[config.mk]
export PLATFORM = sky130hd
export DESIGN_NAME = instr_fetch_unit
export DESIGN_NICKNAME = d
export VERILOG_FILES = /design/src/rtl/fetch_pkg.sv /design/src/rtl/fetch_buffer.sv /design/src/rtl/instr_fetch_unit.sv
export SDC_FILE = /design/constraint.sdc
export NUM_CORES = 1
export LEC_CHECK = 0
export CAP_MARGIN = 20
export CORE_MARGIN = 2
export CORE_UTILIZATION = 56
export DETAILED_ROUTE_END_ITERATION = 8
export PLACE_DENSITY = 0.93
export REMOVE_ABC_BUFFERS = 1
export SYNTH_ARGS = -nofsm -noshare
export SYNTH_HDL_FRONTEND = slang
export SYNTH_SLANG_ARGS = --single-unit
[constraint.sdc]
create_clock -name iClk -period 14.12 [get_ports iClk]
set_input_delay 1.412 -clock iClk [delete_from_list [all_inputs] [get_ports iClk]]
set_output_delay 1.412 -clock iClk [all_outputs]
set_load 0.01 [all_outputs]
[src/rtl/fetch_pkg.sv]
// Shared types and constants for the instruction fetch unit: FSM states,
// buffer entry layout and the RISC-V field positions used by the decoder port.
package fetch_pkg;

    localparam int          XLEN             = 32;
    localparam logic [31:0] RESET_PC_DEFAULT = 32'h0000_0000;
    localparam int          BUF_DEPTH_FIXED  = 2;

    localparam int OPC_HI = 6;
    localparam int OPC_LO = 0;
    localparam int F3_HI  = 14;
    localparam int F3_LO  = 12;
    localparam int F7_HI  = 31;
    localparam int F7_LO  = 25;

    typedef logic [XLEN-1:0] instr_word_t;

    typedef enum logic [1:0] {
        ST_BOOT  = 2'd0,
        ST_RUN   = 2'd1,
        ST_FLUSH = 2'd2
    } fetch_state_t;

    typedef struct packed {
        logic [XLEN-1:0] pc;
        instr_word_t     instr;
    } fetch_entry_t;

    // Redirect targets are forced onto a word boundary by dropping the low two bits.
    function automatic logic [XLEN-1:0] align_word(input logic [XLEN-1:0] addr);
        return {addr[XLEN-1:2], 2'b00};
    endfunction

endpackage

[src/rtl/fetch_buffer.sv]
// Two-entry FIFO of {pc, instr} between the memory response and the decoder.
// Flush wins over push and pop; a pop frees its slot for a same-cycle push.
module fetch_buffer
    import fetch_pkg::*;
(
    input  logic         clk,
    input  logic         rst,
    input  logic         push,
    input  logic         pop,
    input  logic         flush,
    input  fetch_entry_t push_entry,
    output fetch_entry_t head,
    output logic [1:0]   count
);

    fetch_entry_t mem_q [0:1];
    fetch_entry_t mem_d [0:1];
    logic         rd_ptr_q, rd_ptr_d;
    logic         wr_ptr_q, wr_ptr_d;
    logic [1:0]   count_q,  count_d;
    logic         do_pop;
    logic         do_push;

    always_comb begin
        do_pop   = pop && (count_q != 2'd0);
        do_push  = push && ((count_q != 2'd2) || do_pop);
        mem_d    = mem_q;
        rd_ptr_d = rd_ptr_q;
        wr_ptr_d = wr_ptr_q;
        count_d  = count_q;
        if (flush) begin
            rd_ptr_d = 1'b0;
            wr_ptr_d = 1'b0;
            count_d  = 2'd0;
        end else begin
            if (do_push) begin
                mem_d[wr_ptr_q] = push_entry;
                wr_ptr_d        = ~wr_ptr_q;
            end
            if (do_pop) begin
                rd_ptr_d = ~rd_ptr_q;
            end
            count_d = count_q + 2'(do_push) - 2'(do_pop);
        end
    end

    always_ff @(posedge clk or posedge rst) begin
        if (rst) begin
            mem_q[0] <= '0;
            mem_q[1] <= '0;
            rd_ptr_q <= 1'b0;
            wr_ptr_q <= 1'b0;
            count_q  <= 2'd0;
        end else begin
            mem_q[0] <= mem_d[0];
            mem_q[1] <= mem_d[1];
            rd_ptr_q <= rd_ptr_d;
            wr_ptr_q <= wr_ptr_d;
            count_q  <= count_d;
        end
    end

    assign head  = mem_q[rd_ptr_q];
    assign count = count_q;

endmodule

[src/rtl/instr_fetch_unit.sv]
// Instruction fetch unit: owns the PC, issues single-cycle-latency memory reads and
// hands fetched words to the decoder through a 2-entry buffer; redirects flush it.
module instr_fetch_unit
    import fetch_pkg::*;
#(
    parameter logic [31:0] RESET_PC  = RESET_PC_DEFAULT,
    parameter int          BUF_DEPTH = BUF_DEPTH_FIXED
) (
    input  logic         iClk,
    input  logic         iRst,
    output logic         oImemReq,
    output logic [31:0]  oImemAddr,
    input  logic [31:0]  iImemData,
    input  logic         iRedirect,
    input  logic [31:0]  iRedirectPc,
    output logic         oValid,
    input  logic         iReady,
    output logic [31:0]  oInstr,
    output logic [6:0]   oOpCode,
    output logic [2:0]   oFunct3,
    output logic [6:0]   oFunct7,
    output logic [31:0]  oPc,
    output logic         oMisalign,
    output fetch_state_t oDbgState
);

    // Decoder handshake: an entry transfers in any cycle where oValid & iReady are
    // both high; while oValid is high and iReady low the head fields do not change.

    fetch_state_t state_q,       state_d;
    logic [31:0]  pc_q,          pc_d;
    logic         inflight_q,    inflight_d;
    logic [31:0]  inflight_pc_q, inflight_pc_d;
    logic         kill_q,        kill_d;
    logic         misalign_q,    misalign_d;

    fetch_entry_t head;
    fetch_entry_t push_entry;
    logic [1:0]   count;
    logic [2:0]   credit_use;
    logic         pop;
    logic         push;
    logic         req;

    always_comb begin
        pop        = (count != 2'd0) && iReady;
        credit_use = {1'b0, count} + {2'b00, inflight_q} - {2'b00, pop};
        req        = (state_q == ST_RUN) && (credit_use < 3'(BUF_DEPTH));
        // A killed response belongs to the pre-redirect stream and is dropped.
        push       = inflight_q && !kill_q && !iRedirect;
        push_entry = '{pc: inflight_pc_q, instr: iImemData};
    end

    always_comb begin
        state_d       = state_q;
        pc_d          = pc_q;
        inflight_d    = req;
        inflight_pc_d = req ? pc_q : inflight_pc_q;
        kill_d        = iRedirect;
        misalign_d    = iRedirect && (iRedirectPc[1:0] != 2'b00);
        case (state_q)
            ST_BOOT:  state_d = ST_RUN;
            ST_RUN:   state_d = ST_RUN;
            ST_FLUSH: state_d = ST_RUN;
            default:  state_d = ST_BOOT;
        endcase
        if (req) begin
            pc_d = pc_q + 32'd4;
        end
        if (iRedirect) begin
            state_d = ST_FLUSH;
            pc_d    = align_word(iRedirectPc);
        end
    end

    always_ff @(posedge iClk or posedge iRst) begin
        if (iRst) begin
            state_q       <= ST_BOOT;
            pc_q          <= RESET_PC;
            inflight_q    <= 1'b0;
            inflight_pc_q <= '0;
            kill_q        <= 1'b0;
            misalign_q    <= 1'b0;
        end else begin
            state_q       <= state_d;
            pc_q          <= pc_d;
            inflight_q    <= inflight_d;
            inflight_pc_q <= inflight_pc_d;
            kill_q        <= kill_d;
            misalign_q    <= misalign_d;
        end
    end

    fetch_buffer u_buf (
        .clk        (iClk),
        .rst        (iRst),
        .push       (push),
        .pop        (pop),
        .flush      (iRedirect),
        .push_entry (push_entry),
        .head       (head),
        .count      (count)
    );

    // Head fields are zeroed while empty so stale entries never leak to the decoder.
    always_comb begin
        oValid    = (count != 2'd0);
        oInstr    = oValid ? head.instr : '0;
        oPc       = oValid ? head.pc : '0;
        oOpCode   = oInstr[OPC_HI:OPC_LO];
        oFunct3   = oInstr[F3_HI:F3_LO];
        oFunct7   = oInstr[F7_HI:F7_LO];
        oImemReq  = req;
        oImemAddr = pc_q;
        oMisalign = misalign_q;
        oDbgState = state_q;
    end

endmodule
Word level (Yosys, flattened, before mapping)
Index checks and enable logic that the tools add are counted.

Register bits: 201. Word-level logic and storage cells: 66.

Add/sub/neg operators: 5. Order comparisons: 4. Equality and inequality tests: 3. Multiplexer cells: 17. Bitwise operators: 5. Reduce and logical (&&, ||, !) cells: 19.

Operators with widths (number): 64-bit 2-to-1 mux (4); 128-bit bitwise mux (1); 32-bit 2-to-1 mux (4); 64-bit demux with 1-bit select (1); 32-bit by 3-bit adder with 32-bit output, second input constant (1); 2-bit nonzero test (5); 1-bit logical AND (8); 1-bit 2-to-1 mux (5); 2-bit greater-or-equal comparator, second input constant (2); 2-bit 2-to-1 mux (2); 1-bit NOT with 2-bit output (2); 2-bit by 1-bit adder with 3-bit output (1); 3-bit by 2-bit less-than comparator with 1-bit output, second input constant (1); 1-bit NOT (3); 3-bit OR reduction (1); 3-bit by 1-bit subtractor with 3-bit output (1); 2-bit by 1-bit adder with 2-bit output (1); 2-bit by 1-bit == test with 1-bit output, second input constant (1); 2-bit == test, second input constant (1); 1-bit logical NOT (2); 2-bit logical NOT (1); 2-bit by 1-bit less-than comparator with 1-bit output, second input constant (1); 2-bit != test, second input constant (1); 2-bit AND reduction (1); other kinds (2) (2).

Longest topological paths before layout
Depth in word-level cells: 8. Mapped depth: 13.

Modules after synthesis
From an unflattened synthesis, not the netlist that was laid out.

Cell total of the unflattened synthesis: 826. Area, all modules: 9833.2 µm².

By module, submodules not included: fetch_buffer (instances 1, cells each 365, area an instance 6035.8 µm², sequential area each 3303.2 µm²); instr_fetch_unit (instances 1, cells each 461, area an instance 3797.4 µm², sequential area each 1601.5 µm²).

Least setup slack after synthesis
OpenSTA, ideal clock, no wires.

Path type: input to output. Start: input iReady. End: output oImemReq. Arrival: 3.119 ns. Data required time: 12.708 ns. Setup slack: 9.589 ns. Cell stages on the path: 8. Buffers on the path: 1. Cells stage by stage: and2_1 ha_1 inv_1 nand2_1 fa_1 nand3b_1 nor2_1 buf_2.

Word-level cells in the longest chain between the ends: 4.

Ends and longest elaborated chain: start: declaration (line instr_fetch_unit.sv:17) `input logic iReady,`; 1-bit logical AND (line instr_fetch_unit.sv:46) `pop = (count != 2'd0) && iReady;`; 3-bit by 1-bit subtractor with 3-bit output (line instr_fetch_unit.sv:47) `credit_use = {1'b0, count} + {2'b00, inflight_q} - {2'b00, pop};`; 3-bit by 2-bit less-than comparator with 1-bit output (line instr_fetch_unit.sv:48) `req = (state_q == ST_RUN) && (credit_use < 3'(BUF_DEPTH));`; 1-bit logical AND (line instr_fetch_unit.sv:48); end: declaration (line instr_fetch_unit.sv:11) `output logic oImemReq,`.

Every way passes these cells.

Worst setup path after layout
Ends and elaborated chain as after synthesis.

==> metrics.md <==
| Metric | Value |
|---|---|
| CP Capture Point | `oImemReq` |
| Storage cell area | `about 4800 µm²` |
| FF-to-FF path depth | `12` |
| DRC Markers | `0` |
| Reg-to-Reg Start | `u_buf.count[1]$_DFF_PP0_` |
| Clk sinks | `between 150 and 200` |
| Synth Warn # | `0` |
| Grt total ovfl | `0` |
| # port buffers | `between 150 and 200` |
| Distinct cells, synth | `55` |
| Root Buffer | `clkbuf_16` |
| Outcome | `complete, no violations` |
| Critical path startpoint | `iReady` |
| Vias in the first global route | `6,581` |
| Initial antenna violation count | `0` |
| Synthesized cell area | `around 9100 µm²` |
| PostCTS Resize Cnt | `0` |
| Final Wtd Congestion | `~0.8` |
| Critical Path End Type | `output port` |
| Clk buf depth | `2` |
| DR vias | `around 6.4k` |
| # fillers | `~1.1k` |
| Setup violators final | `0` |
| Hold-fix buffers, CTS | `0` |
| Fmax | `between 0.15 and 0.2 GHz` |
| Multi-input logic area | `slightly below 4000 µm²` |
| Fin nets | `slightly below 1k` |
| First drt pass iteration count | `5` |
| Crit share post-route | `0.376` |
| Setup Skew | `~11 ps` |
| Post-Syn Area per Cell | `between 10 and 15 µm²` |
| First-pass GRT wire length | `roughly 34,000 µm` |
| Die Span Y | `around 130 µm` |
| Detailed placement HPWL | `13,500 µm` |
| Initial Utilization | `0.575` |
| Antenna Nets Post-Route | `0` |
| Total clock buffers created by CTS | `17` |
| Ports | `about 190` |
| Min Tclk post-route | `between 5000 and 6000 ps` |
| Core area | `15,900 µm²` |
| Hold_ws | `about 490 ps` |
| Power Total | `between 0.002 and 0.0025 W` |
| Peak VDD IR | `182 µV` |
| Finished Layout Cells | `1,128` |
| PwrDens | `between 150 and 200 nW/µm²` |
| Max transition margin | `0.367` |
| Clock transition at path regs | `approximately 60 ps` |
| Largest net degree at the start of global routing | `119` |
| Inst Count DP | `~1.1k` |
| Mapped Cells | `755` |
| Worst-path fanout max | `3` |
| RSZ-0062 raised after global routing | `false` |
| Die Width | `132 µm` |
| HP Class | `register to register` |
| Register bit count reported by yosys | `around 190` |
| Startpoint types | `input pin` |
| Final Hold Vio Count | `0` |
| Share of layout cells above drive strength 1 | `0.160` |
| CP required | `around 13,000 ps` |
| Detailed Route WL | `20,700 µm` |
| Final Max Slew Viols | `0` |
| Std cell rows | `46` |
| Worst-Margin Slew | `between 900 and 1000 ps` |
| Reg2reg end | `oImemAddr[27]$_DFFE_PP0P_` |
| R2R Setup Slk | `about 9700 ps` |
| LEAKAGE | `~4.9 nW` |
| Routed vias/inst | `~5.7` |
| Clock tree from TritonCTS | `built` |
| Drt first-iter violations | `about 450` |
| DR WL/cell | `between 15 and 20 µm` |
| H-tree levels | `4` |
| GRT Total Usage | `0.249` |
| MaxCap Viol Count | `0` |
| Critical path class | `input pin to output port` |
| Layout overhead on the synthesized area | `26.5%` |
| Critical path arrival | `a little under 4000 ps` |
| Post-CTS setup buffer count | `0` |
| Die ar. | `17,300 µm²` |
| Worst skew pair latency | `roughly 430 ps` |
| TNS Setup | `0 ps` |
| Register area share after synthesis | `0.526` |
| N_diodes | `0` |
==> critical path, cell delays in order <==
cell,delay (ps)
clkdlybuf4s50_1,490
and2_1,200
ha_1,250
inv_1,70
nand2_1,70
fa_1,500
nand3b_1,170
nor2_4,190
clkdlybuf4s50_1,560
==> logic make-up after synthesis <==
family                     after synthesis  share of synthesized area
adders and majority gates                5                    0.00767
buffers and inverters                   74                     0.0455
DFF                                    192                      0.526
xor gates and xnor gates                11                     0.0106
other                                    1                   0.000411
muxes                                  217                      0.259
AOI/OAI and AO/OA                       55                     0.0404
and+or+nand+nor                        200                      0.110
==> per-stage QoR <==
| stage | cell area [µm²] | setup slack, ps | utilization |
|---|---|---|---|
| floorplan | 8760 | 7100 | - |
| global placement | 10900 | 8890 | 0.688 |
| detailed placement | 10900 | 8820 | 0.688 |
| CTS | 11500 | 8810 | 0.727 |
| global route | 11500 | 8620 | 0.727 |
| finish | 11500 | 8810 | 0.727 |
==> synthesized netlist by cell type (all sizes together) <==
library cell,count,area share
dlygate4sd1,1,0.00096
o311ai,5,0.0048
mux2i,63,0.069
a221o,1,0.0011
nand2,27,0.011
o31ai,10,0.0082
nor2b,8,0.0055
o31a,1,0.00096
nor2,84,0.035
nor4b,3,0.0036
a311o,1,0.0011
or4,9,0.0078
and4,4,0.0038
inv,9,0.0037
nand4,15,0.010
nor4,5,0.0041
a31oi,9,0.0062
o211ai,1,0.00082
nand3,21,0.012
dfrtp,192,0.53
buf,38,0.029
o211a,1,0.0011
xnor2,7,0.0067
xor2,4,0.0038
a2bb2oi,1,0.00096
fa,1,0.0022
nor3,5,0.0027
and2,2,0.0014
mux2,154,0.19
nand3b,3,0.0025
and3,2,0.0015
a21oi,5,0.0027
clkbuf,26,0.012
o21a,1,0.00082
or3,3,0.0023
a22oi,3,0.0025
or2,4,0.0027
o21ai,15,0.0082
and3b,1,0.00096
ha,4,0.0055
conb,1,0.00041
nor3b,4,0.0033
a211o,1,0.00096
==> flip-flops by register name, indices dropped and copies added (netlist names) <==
signal / count
kill_q: 1
oDbgState: 1
inflight_pc_q: 30
oImemAddr: 30
u_buf.mem_q: 124
inflight_q: 1
u_buf.wr_ptr_q: 1
u_buf.rd_ptr_q: 1
oMisalign: 1
u_buf.count: 2
==> cells in the final DEF, fill, tap and decap left out, types with 17 or more instances in the layout <==
cell / count
clkbuf_16: 17
dfrtp_1: 191
nand2_1: 26
mux2_2: 95
clkdlybuf4s50_1: 180
nand3_1: 20
mux2_1: 59
mux2i_1: 63
nor2_1: 82
==> area by class of cell <==
class                           count  share of cell area
Clock buffer                       23              0.0405
Clock inverter                      9              0.0135
Inverter                            9             0.00358
Multi-Input combinational cell    492               0.342
Sequential cell                   192               0.416
Tap cell                          216              0.0234
Timing Repair Buffer              187               0.160
==> worst min path at each step <==
stage / start / end / cells after the start
4_1_cts: u_buf.mem_q[108]$_DFFE_PP0P_ / u_buf.mem_q[108]$_DFFE_PP0P_ / 1
3_3_place_gp: u_buf.mem_q[125]$_DFFE_PP0P_ / u_buf.mem_q[125]$_DFFE_PP0P_ / 1
6_report: u_buf.mem_q[109]$_DFFE_PP0P_ / u_buf.mem_q[109]$_DFFE_PP0P_ / 1
5_1_grt: u_buf.mem_q[124]$_DFFE_PP0P_ / u_buf.mem_q[124]$_DFFE_PP0P_ / 1
2_1_floorplan: u_buf.mem_q[100]$_DFFE_PP0P_ / u_buf.mem_q[100]$_DFFE_PP0P_ / 1
3_5_place_dp: u_buf.mem_q[108]$_DFFE_PP0P_ / u_buf.mem_q[108]$_DFFE_PP0P_ / 1
==> layer usage <==
layer	global-route usage	part of all wire	up-vias
li1	-	-	2959
met5	0	0	-
met2	0.411	0.49	218
met3	0.0455	0.051	26
met4	0.0779	0.017	0
met1	0.335	0.44	3201
==> power breakdown <==
group          total (W)  switching, W  internal, W
Sequential      0.000883      0.000135     0.000748
Combinational   0.000762      0.000341     0.000421
Clock           0.000507      0.000201     0.000306
Note: power is estimated with default switching activity, not from simulation.
==> RTL edit 1 (same settings) <==
Make the reset (`iRst` and `rst`) synchronous in 2 clocked blocks.
--- a/src/rtl/fetch_buffer.sv
+++ b/src/rtl/fetch_buffer.sv
@@ -46,3 +46,3 @@
 
-    always_ff @(posedge clk or posedge rst) begin
+    always_ff @(posedge clk) begin
         if (rst) begin
--- a/src/rtl/instr_fetch_unit.sv
+++ b/src/rtl/instr_fetch_unit.sv
@@ -75,3 +75,3 @@
 
-    always_ff @(posedge iClk or posedge iRst) begin
+    always_ff @(posedge iClk) begin
         if (iRst) begin
Function: differs if iRst is asserted again (counterexample within 4 cycles, from zero or initial values and one cycle with iRst high); with iRst held inactive, the same outputs for 4 cycles.
==> RTL edit 1 against the unedited design <==
Sequential cell count unchanged. Synthesized cell count grew 47%. Cell count rose by 26%. Non-clock buffer count rose by 4. Register-to-register slack gained 790 ps. Wire length increased by 14%. Worst setup slack got worse by 900 ps. Largest cell class is now multi-input combinational cells. Synthesized area fell by 6.0%. Cell area shrank 6.1%. Count of clock-buffer cells in the layout is 4 lower.
Power is not compared: it rests on default switching activity, and its combinational part moved more than twofold at a synthesized area within 25%.
==> RTL edit 1: results (changes against the unedited design) <==
stage,metric,value,unit,change
worst_setup_path,critical_path.reg2reg.endpoint,oImemAddr[13]$_SDFFE_PP0P_,,was oImemAddr[27]$_DFFE_PP0P_
layout,drive_above_1_share,0.0462,,was 0.160
placement,placement_cell_area,10300,um^2,was 10900 um^2
layout,fillers,1163,,was 1112
global_routing,grt_start_max_net_pins,96,,was 119
detailed_routing,dr.first_iter.drc_count,984,,was 448
timing,tightestPinTransition,1160,ps,was 941 ps
outcome,outcome,finished clean,,unchanged
worst_setup_path,r2r_start,u_buf.count[1]$_SDFF_PP0_,,was u_buf.count[1]$_DFF_PP0_
global_routing,total_routing_usage_reported_by_global_routing,0.287,,was 0.249
synth,synth_sequential_area_ratio,0.448,,was 0.526
synth,synth.cells.most_frequent,"322 x sky130_fd_sc_hd__nand2_1, 192 x sky130_fd_sc_hd__dfxtp_1, 157 x sky130_fd_sc_hd__a21oi_1",,"was 192 x sky130_fd_sc_hd__dfrtp_1, 95 x sky130_fd_sc_hd__mux2_2, 84 x sky130_fd_sc_hd__nor2_1"
synth,ys.flop_type,sky130_fd_sc_hd__dfxtp_1,,was sky130_fd_sc_hd__dfrtp_1
detailed_routing,route.vias.total,8331,,was 6404
power,main_power_group,sequential cells,,
placement,dp_hpwl,14800,um,was 13500 um
worst_setup_path,rr_worst_depth,11,,was 12
layout,final_net_count,1295,,was 972
global_routing,first_global_vias,7651,,was 6581
synth,ys_types,57,,was 55
placement,routabilityCongestion,0.893,,was 0.825
timing,finalClockSkew,8.55,ps,was 10.6 ps
hold_path,worst_hold_path.endpoint,u_buf.mem_q[88]$_SDFFE_PP0P_,,was u_buf.mem_q[109]$_DFFE_PP0P_
hold_path,timing.hold.worst_path_depth,2,,was 1
worst_setup_path,crit_fanout,25,,was 3
power,power.switching_fraction,0.237,,
synth,synth.area.top_cells,"sky130_fd_sc_hd__dfxtp_1 45%, sky130_fd_sc_hd__nand2_1 14%, sky130_fd_sc_hd__a21oi_1 9.2%",,"was sky130_fd_sc_hd__dfrtp_1 53%, sky130_fd_sc_hd__mux2_2 12%, sky130_fd_sc_hd__mux2_1 7.3%"
detailed_routing,drt-pass1-iter-count,8,,was 5
synth,synth-async-reset-ratio,0,,was 1.00
hold_path,hold_start,u_buf.mem_q[88]$_SDFFE_PP0P_,,was u_buf.mem_q[109]$_DFFE_PP0P_
synth,synth_most_common_cell,sky130_fd_sc_hd__nand2_1,,was sky130_fd_sc_hd__dfrtp_1
global_routing,globalRouteMet3Util,0.0576,,was 0.0455
worst_setup_path,setup.reg_to_reg.worst_slack,10470,ps,was 9680 ps
global_routing,gr-usage-met1,0.359,,was 0.335
cts,inserted_clock_buffers,17,,unchanged
detailed_routing,drt-total-wl,23700,um,was 20700 um
cts,clk_latency,430,ps,about the same
global_routing,met2_usage,0.497,,was 0.411
worst_setup_path,timing.critical_path.arrival,4800,ps,was 3900 ps
global_routing,grt_pass1_wl,37600,um,was 34200 um
hold_path,holdCritPathClass,flop to flop,,unchanged
-- RTL edit 1: cell families (layout without fill, tap and decap cells) --
logic type / count (synthesis) / in the layout / synth area share
AO/OA/AOI/OAI: 214 / 214 / 0.144
XOR/XNOR: 9 / 9 / 0.00919
adder cells (fa/ha/maj): 5 / 5 / 0.00817
buffers and inverters: 117 / 236 / 0.0616
flip-flops: 192 / 192 / 0.448
multiplexers: 62 / 62 / 0.0723
other: 1 / 4 / 0.000437
AND/OR/NAND/NOR: 513 / 513 / 0.256
-- RTL edit 1: critical path, stage by stage --
cell and delay [ps]:
sky130_fd_sc_hd__clkdlybuf4s50_1 490, sky130_fd_sc_hd__and2_1 170, sky130_fd_sc_hd__ha_1 230, sky130_fd_sc_hd__inv_1 70, sky130_fd_sc_hd__nand2_1 80, sky130_fd_sc_hd__fa_1 430, sky130_fd_sc_hd__xnor2_1 600, sky130_fd_sc_hd__nand2_1 170
sky130_fd_sc_hd__clkinv_1 210, sky130_fd_sc_hd__buf_4 320, sky130_fd_sc_hd__clkdlybuf4s50_1 600
-- RTL edit 1: metrics by stage --
step,setup slack [ps],util,cells,hold slack [ps]
2_1_floorplan,7300,-,1012,430
3_3_place_gp,8070,0.680,1391,440
3_5_place_dp,7950,0.680,1391,446
4_1_cts,7960,0.718,1423,455
5_1_grt,7680,0.718,1423,468
6_report,7910,0.718,1423,452
-- RTL edit 1: area by class of cell --
class,count,share of cell area
tap,188,0.0217
multi-input combinational,807,0.391
sequential,192,0.355
clock inverter,13,0.0128
clock buffer,19,0.0409
inverter,13,0.00450
timing repair buffer,191,0.174
-- RTL edit 1: metal layers --
layer  up-vias  share of wire
met5         -              0
met4         0          0.025
met3        66          0.078
met2       403           0.49
met1      3909           0.40
li1       3953              -
==> RTL edit 2 (same settings) <==
Without the edit above. Put a register stage on the output `oDbgState`, without a reset. The value now appears one clock later. The other outputs are not delayed to match.
--- a/src/rtl/instr_fetch_unit.sv
+++ b/src/rtl/instr_fetch_unit.sv
@@ -25,2 +25,4 @@
 );
+
+    fetch_state_t oDbgState_d;
 
@@ -115,3 +117,7 @@
         oMisalign = misalign_q;
-        oDbgState = state_q;
+        oDbgState_d = state_q;
+    end
+
+    always_ff @(posedge iClk) begin
+        oDbgState <= oDbgState_d;
     end
Behaviour: not the same (a bounded check fails within 4 cycles, from zero or initial values and one cycle with iRst high).
==> RTL edit 2 against the unedited design <==
Cell area increased by 0.24%. Total power increased by 0.47%. Utilization down 0.090 points. Synthesized area up 0.14%. Wire length increased by 0.57%. Maximum frequency down 7.8%. Clock power decreased by 3%. Sequential power hardly changed. Worst setup slack got worse by 450 ps. Sequential cell count rose by 2. Largest power group unchanged.
==> RTL edit 2: results (changes against the unedited design) <==
stage,metric,value,unit,change
synth,synth.top_cell.area_share,0.526,,about the same
power,cellLeakagePower,4.85,nW,about the same
detailed_routing,route.vias.total,6449,,was 6404
global_routing,gr-usage-met1,0.327,,was 0.335
power,p_int,0.00148,W,was 0.00147 W
outcome,outcome,finished clean,,unchanged
global_routing,globalRouteMet3Util,0.0573,,was 0.0455
global_routing,total_routing_usage_reported_by_global_routing,0.247,,was 0.249
synth,ys_types,48,,was 55
layout,drive_above_1_share,0.216,,was 0.160
worst_setup_path,crit_fanout,11,,was 3
synth,synth.cells.most_frequent,"192 x sky130_fd_sc_hd__dfrtp_1, 150 x sky130_fd_sc_hd__mux2_2, 82 x sky130_fd_sc_hd__nor2_1",,"was 192 x sky130_fd_sc_hd__dfrtp_1, 95 x sky130_fd_sc_hd__mux2_2, 84 x sky130_fd_sc_hd__nor2_1"
synth,synth_sequential_area_ratio,0.530,,was 0.526
global_routing,met2_usage,0.407,,was 0.411
cts,inserted_clock_buffers,17,,unchanged
placement,routabilityCongestion,0.879,,was 0.825
global_routing,grt_start_max_net_pins,109,,was 119
detailed_routing,drt-total-wl,20900,um,was 20700 um
layout,final_net_count,971,,was 972
placement,dp_hpwl,13800,um,was 13500 um
timing,finalClockSkew,6.31,ps,was 10.6 ps
global_routing,first_global_vias,6494,,was 6581
synth,synth.area.top_cells,"sky130_fd_sc_hd__dfrtp_1 53%, sky130_fd_sc_hd__mux2_2 18%, sky130_fd_sc_hd__mux2i_1 6.9%",,"was sky130_fd_sc_hd__dfrtp_1 53%, sky130_fd_sc_hd__mux2_2 12%, sky130_fd_sc_hd__mux2_1 7.3%"
synth,synth-async-reset-ratio,0.990,,was 1.00
placement,placed_cells_incl_taps,1094,,was 1096
[RTL edit 2: metal layers]
metal	up-vias	part of all wire
met5	-	0
met1	3237	0.44
li1	2959	-
met3	28	0.059
met4	0	0.019
met2	225	0.48
[RTL edit 2: stage by stage]
stage	worst slack (ps)	hold WS, ps	util	power [W]	area, um^2
after floorplan	7420	361	-	0.00134	8780
after global placement	8530	406	0.686	0.00164	10900
after detailed placement	8380	403	0.686	0.00168	10900
after CTS	8370	424	0.724	0.00218	11500
after global routing	8210	435	0.726	0.00228	11600
final	8360	434	0.726	0.00216	11600
[RTL edit 2: worst max-delay path, cell delays in order]
cell                              delay, ps
sky130_fd_sc_hd__clkdlybuf4s50_1        480
sky130_fd_sc_hd__and2_1                 190
sky130_fd_sc_hd__ha_1                   250
sky130_fd_sc_hd__inv_1                   70
sky130_fd_sc_hd__nand2_1                 70
sky130_fd_sc_hd__fa_1                   390
sky130_fd_sc_hd__xnor2_1                620
sky130_fd_sc_hd__and2_2                 310
sky130_fd_sc_hd__clkdlybuf4s50_1        560
[RTL edit 2: cell type report]
type | instances | area [um^2]
inverters | 8 | 37.5
clock inverters | 10 | 134
fillers | 1109 | 4370
multi-input cells | 489 | 3930
flip-flops and latches | 194 | 4850
clock buffers | 22 | 474
repair buffers | 188 | 1880
well taps | 216 | 270
[RTL edit 2: worst paths after layout]
check / start / end / slack, ps / cells after the start
max: iReady / oImemReq / 8360 / 9
min: oDbgState_d[0]$_DFF_PP0_ / oDbgState[0]$_DFF_P_ / 430 / 0
min in group asynchronous: iRst / u_buf.mem_q[29]$_DFFE_PP0P_ / 1530 / 2
max in group asynchronous: iRst / u_buf.mem_q[49]$_DFFE_PP0P_ / 11400 / 4
min reg2reg: oDbgState_d[0]$_DFF_PP0_ / oDbgState[0]$_DFF_P_ / 430 / 0
max reg2reg: u_buf.count[1]$_DFF_PP0_ / oImemAddr[20]$_DFFE_PP0P_ / 9580 / 12
[RTL edit 2: kinds of logic after synthesis]
| family | after synthesis | share of synthesized area |
|---|---|---|
| adders and majority gates | 5 | 0.00766 |
| other | 1 | 0.000410 |
| xor gates and xnor gates | 10 | 0.00958 |
| DFF | 194 | 0.530 |
| AOI/OAI and AO/OA | 52 | 0.0376 |
| muxes | 217 | 0.259 |
| and+or+nand+nor | 201 | 0.112 |
| buffers and inverters | 75 | 0.0439 |
[RTL edit 2: power groups by stage]
stage	Combinational [W]	Sequential, W	Clock [W]
2_1_floorplan	0.000472	0.000871	0
4_1_cts	0.000793	0.000885	0.000501
6_report	0.000784	0.000885	0.000493
5_1_grt	0.000848	0.000912	0.000525
3_3_place_gp	0.000762	0.000879	0
3_5_place_dp	0.000789	0.000896	0
